[src/rtl/mac_pkg.sv]
`default_nettype none
// +----------------------------------------------------------------------------+
// | Module   : mac_pkg                                                         |
// | Purpose  : Shared FSM state encoding and default sizing for mac_accum.     |
// | Revision : 1.0 - initial release                                           |
// +----------------------------------------------------------------------------+
package mac_pkg;

  localparam int DEF_N     = 8;
  localparam int DEF_LEN   = 16;
  localparam int DEF_ACC_W = 2 * DEF_N + 8;

  typedef enum logic [1:0] {
    IDLE  = 2'd0,
    ACCUM = 2'd1,
    DONE  = 2'd2
  } state_t;

endpackage : mac_pkg
`default_nettype wire

[src/rtl/mac_accum_sat_add.sv]
`default_nettype none
// +----------------------------------------------------------------------------+
// | Module   : sat_add                                                         |
// | Purpose  : ACC_W-bit adder; clamps to all-ones and flags carry-out when    |
// |            MAC_ACCUM_SAT_EN is defined, otherwise wraps with ovf tied 0.   |
// | Revision : 1.0 - initial release                                           |
// +----------------------------------------------------------------------------+
module sat_add #(
  parameter int W = 24
) (
  input  logic [W-1:0] i_a,
  input  logic [W-1:0] i_b,
  output logic [W-1:0] o_sum,
  output logic         o_ovf
);

`ifdef MAC_ACCUM_SAT_EN
  logic [W:0] w_full;

  assign w_full = {1'b0, i_a} + {1'b0, i_b};
  assign o_sum  = w_full[W] ? {W{1'b1}} : w_full[W-1:0];
  assign o_ovf  = w_full[W];
`else
  assign o_sum  = i_a + i_b;
  assign o_ovf  = 1'b0;
`endif

endmodule : sat_add
`default_nettype wire

[src/rtl/mac_accum.sv]
`default_nettype none
// +----------------------------------------------------------------------------+
// | Module   : mac_accum                                                       |
// | Purpose  : Accumulates LEN unsigned products into an ACC_W-bit sum with a  |
// |            valid/ready result port. Optional saturation: MAC_ACCUM_SAT_EN. |
// | Revision : 1.0 - initial release                                           |
// +----------------------------------------------------------------------------+
module mac_accum
  import mac_pkg::*;
#(
  parameter int N     = DEF_N,
  parameter int LEN   = DEF_LEN,
  parameter int ACC_W = 2 * N + 8
) (
  input  logic             clk,
  input  logic             rst_n,
  input  logic             start,
  input  logic             p_valid,
  input  logic [2*N-1:0]   p_in,
  output logic             p_ready,
  output logic [ACC_W-1:0] acc_out,
  output logic             out_valid,
  input  logic             out_ready,
  output logic             busy,
  output logic             ovf
);

  localparam int CW = $clog2(LEN + 1);

  state_t           r_state;
  state_t           w_next;
  logic [ACC_W-1:0] r_acc;
  logic [CW-1:0]    r_count;
  logic             r_ovf;

  logic             w_accept;
  logic             w_last;
  logic [ACC_W-1:0] w_p_ext;
  logic [ACC_W-1:0] w_sum;
  logic             w_add_ovf;

  assign busy      = (r_state == ACCUM);
  assign out_valid = (r_state == DONE);
  assign p_ready   = busy & ~start;
  assign acc_out   = r_acc;
  assign ovf       = r_ovf;

  assign w_accept  = p_valid & p_ready;
  assign w_last    = w_accept & (r_count == CW'(LEN - 1));
  assign w_p_ext   = ACC_W'(p_in);

  sat_add #(
    .W (ACC_W)
  ) u_sat_add (
    .i_a   (r_acc),
    .i_b   (w_p_ext),
    .o_sum (w_sum),
    .o_ovf (w_add_ovf)
  );

  always_ff @(posedge clk or negedge rst_n) begin
    if (!rst_n) begin
      r_state <= IDLE;
    end else begin
      r_state <= w_next;
    end
  end

  // start overrides every state, including an unacknowledged DONE
  always_comb begin
    w_next = r_state;
    if (start) begin
      w_next = ACCUM;
    end else begin
      case (r_state)
        IDLE:    w_next = IDLE;
        ACCUM:   if (w_last) w_next = DONE;
        DONE:    if (out_ready) w_next = IDLE;
        default: w_next = IDLE;
      endcase
    end
  end

  always_ff @(posedge clk or negedge rst_n) begin
    if (!rst_n) begin
      r_acc   <= '0;
      r_count <= '0;
      r_ovf   <= 1'b0;
    end else if (start) begin
      r_acc   <= '0;
      r_count <= '0;
      r_ovf   <= 1'b0;
    end else if (w_accept) begin
      r_acc   <= w_sum;
      r_count <= r_count + CW'(1);
      r_ovf   <= r_ovf | w_add_ovf;
    end
  end

endmodule : mac_accum
`default_nettype wire

[config.mk]
export PLATFORM = sky130hd
export DESIGN_NAME = mac_accum
export DESIGN_NICKNAME = d
export VERILOG_FILES = /design/src/rtl/mac_pkg.sv /design/src/rtl/mac_accum_sat_add.sv /design/src/rtl/mac_accum.sv
export SDC_FILE = /design/constraint.sdc
export NUM_CORES = 1
export LEC_CHECK = 0
export ABC_AREA = 1
export BUFFER_PORTS_ARGS = -buffer_cell sky130_fd_sc_hd__buf_2
export CAP_MARGIN = 0
export CORE_MARGIN = 2
export CORE_UTILIZATION = 30
export CTS_BUF_LIST = sky130_fd_sc_hd__clkbuf_8 sky130_fd_sc_hd__clkbuf_16
export DETAILED_ROUTE_END_ITERATION = 12
export GPL_TIMING_DRIVEN = 0
export PLACE_DENSITY_LB_ADDON = 0.12
export SLEW_MARGIN = 20
export SYNTH_ARGS = -nofsm -noshare
export SYNTH_HDL_FRONTEND = slang
export SYNTH_SLANG_ARGS = --single-unit
[constraint.sdc]
create_clock -name clk -period 2.5 [get_ports clk]
set_clock_uncertainty 0.05 [all_clocks]
set_input_delay 0.75 -clock clk [delete_from_list [all_inputs] [get_ports clk]]
set_output_delay 0.75 -clock clk [all_outputs]
set_load 0.02 [all_outputs]
==> results.sh <==
export IMPL_critPathMaxFanout=4
export IMPL_clk_latency_ns=0.30
export IMPL_grt_pass1_wl_um=11700
export IMPL_cts_htree_levels=2
export IMPL_slew_viol_final=0
export IMPL_synth_area_leaders="dfrtp_1 (31%), nand2_1 (20%), ha_1 (8.9%)"
export IMPL_crit_required_ns=2.64
export IMPL_syn_inst=379
export IMPL_multi_input_area_um2=1500
export IMPL_ir_worst_vdd_mv=0.181
export IMPL_r2r_cells=10
export IMPL_worstSetupPathType="primary input to flip-flop"
export IMPL_fin_nets=473
export IMPL_ys_ff_latch=31
export IMPL_cts_hold_buffers=0
export IMPL_syn_nets=419
export IMPL_yosysTopAreaCell="dfrtp_1"
export IMPL_synth_most_common_cell="nand2_1"
export IMPL_die_area_um2=9140
export IMPL_seq_area_um2=776
export IMPL_drt_iter0_drc=103
export IMPL_start_util_pct=30.8
export IMPL_worst_setup_path_end_kind="flip-flop"
export IMPL_clk_path_buf_depth=2
export IMPL_grt_max_degree=32
export IMPL_numPortBuffers=47
export IMPL_yosysSeqAreaShare_pct=30.8
export IMPL_drive_gt1_share_pct=17.7
export IMPL_routed_wl_um=6920
export IMPL_cap_violations=0
export IMPL_startpoint="p_in[0]"
export IMPL_yosysTopAreaCellShare_pct=30.8
export IMPL_cts_buffers=5
export IMPL_chipWidth_um=95.6
export IMPL_worst_endpoint_arrival_ns=2.36
export IMPL_overflow=0
export IMPL_cts_clk_slew_worst_paths_ns=0.07
export IMPL_syn_to_final_growth_pct=17.9
export IMPL_hold_viol=0
export IMPL_synth_edf_count=0
export IMPL_gp_congestion=0.848
export IMPL_track_usage_pct=16.5
export IMPL_worst_pin_slew_ns=0.748
export IMPL_ctsRootBufferMaster="clkbuf_8"
export IMPL_first_global_vias=2450
export IMPL_status="completed"
export IMPL_fill_cells=932
export IMPL_min_period_over_period_pct=89.0
export IMPL_slew_headroom_pct=50.1
export IMPL_vias=2516
export IMPL_num_antenna_cells=0
export IMPL_post_cts_resized=0
export IMPL_routedWlPerCell_um=12.8
export IMPL_synth_avg_cell_area_um2=6.64
export IMPL_cts_tree="done"
export IMPL_cp_endpoint="acc_out[16]"
export IMPL_dp_hpwl_um=5440
export IMPL_p_leak_nw=1.66
export IMPL_drc=0
export IMPL_placeableCoreArea_um2=8180
export IMPL_synth_top_flop_cell="dfrtp_1"
export IMPL_synthArstFlopShare_pct=100
export IMPL_rsz0062_at_grt="no"
export IMPL_r2r_end="acc_out[16]"
export IMPL_synth_cell_area_um2=2520
export IMPL_worst_setup_path_start_kind="primary input"
export IMPL_hold_class="primary input to asynchronous set/reset pin"
export IMPL_ff2ff_setup_slack_ns=0.44
export IMPL_synth_top_cells_by_count="nand2_1 (133), inv_1 (47), nor2_1 (40), dfrtp_1 (31), nand3_1 (27)"
export IMPL_synth_cell_type_count=33
export IMPL_antenna_found_initial=0
export IMPL_setup_viol=0
export IMPL_hold_ws_ns=0.457
export IMPL_ant_nets=0
export IMPL_cts_sinks=31
export IMPL_period_minus_slack_ns=2.22
export IMPL_firstDrtPassIters=4
export IMPL_power_total_mw=1.54
export IMPL_crit_reg2reg_launch="acc_out[0]"
export IMPL_io_pins=49
export IMPL_yosysWarnings=0
export IMPL_cts_setup_buffers=0
export IMPL_rows=33
export IMPL_die_y_um=95.6
export IMPL_max_freq_mhz=450
export IMPL_viasPerCell=4.67
export IMPL_powerDensity_nw_per_um2=518
-- cell families after synthesis --
| kind of cell | Yosys count | share of synthesized area [%] |
|---|---|---|
| and+or+nand+nor | 227 | 39.1 |
| buffers and inverters | 55 | 9.49 |
| DFF | 31 | 30.8 |
| other | 1 | 0.149 |
| adders and majority gates | 19 | 9.74 |
| AOI/OAI and AO/OA | 45 | 10.3 |
| xor gates and xnor gates | 1 | 0.348 |
-- how the worst min path moves through the flow --
stage / startpoint / endpoint / slack (ns)
after floorplan: rst_n / acc_out[0] / 0.40
after global placement: acc_out[11] / acc_out[11] / 0.44
after detailed placement: acc_out[5] / acc_out[5] / 0.45
after CTS: acc_out[5] / acc_out[5] / 0.47
after global routing: acc_out[8] / acc_out[8] / 0.50
final: rst_n / acc_out[7] / 0.46
-- through the flow --
stage	setup TNS [ns]	instances	setup WS (ns)	util, %	area [um2]
5_1_grt	0	539	0.137	36.3	2970
3_5_place_dp	-0.0975	531	-0.0516	35.3	2880
6_report	0	539	0.276	36.3	2970
2_1_floorplan	0	379	0.343	-	2520
3_3_place_gp	-0.122	531	-0.0612	35.3	2880
4_1_cts	0	539	0.268	36.3	2970
-- cell usage in the layout (no fill, tap or decap), drive strengths merged, types with 4 or more instances in the layout --
cell,instances
a21oi,21
buf,52
clkbuf,5
dfrtp,31
ha,18
inv,51
nand2,139
nand3,28
nand3b,4
nor2,44
nor3,7
o21ai,14
-- layer usage --
layer,GRT usage [%],vias to the layer above,part of all wire [%],wire length [um]
li1,-,1319,-,-
met1,21.7,1143,49,3410
met2,27.5,47,45,3140
met3,3.87,7,4.6,321
met4,3.21,0,0.68,47
met5,0,-,0,0
-- cell type report --
cell class	instances	area share (%)
Timing Repair Buffer	47	7.92
Tap cell	105	4.42
Clock inverter	3	0.548
Inverter	50	6.41
Multi-Input combinational cell	293	50.6
Buffer	5	1.64
Sequential cell	31	26.1
Clock buffer	5	2.32
-- registers in the layout, indices dropped and copies added (netlist names) --
name     cells
acc_out     24
r_count      5
r_state      2
-- critical path: stages --
cell and delay (ns):
buf_2 0.10, ha_1 0.24, fa_1 0.45, nand2_1 0.12
nand3_1 0.09, nand3_1 0.09, nand2_1 0.10, nand3_1 0.08
nand2_1 0.13, a21oi_1 0.16, nor2_1 0.06
-- report_power, final --
group,switching [mW],total [mW],internal (mW),leakage (nW)
clock network,0.223,0.413,0.191,0.0453
logic,0.353,0.538,0.186,1.20
registers,0.0394,0.585,0.545,0.418
Note: power is estimated with default switching activity, not from simulation.
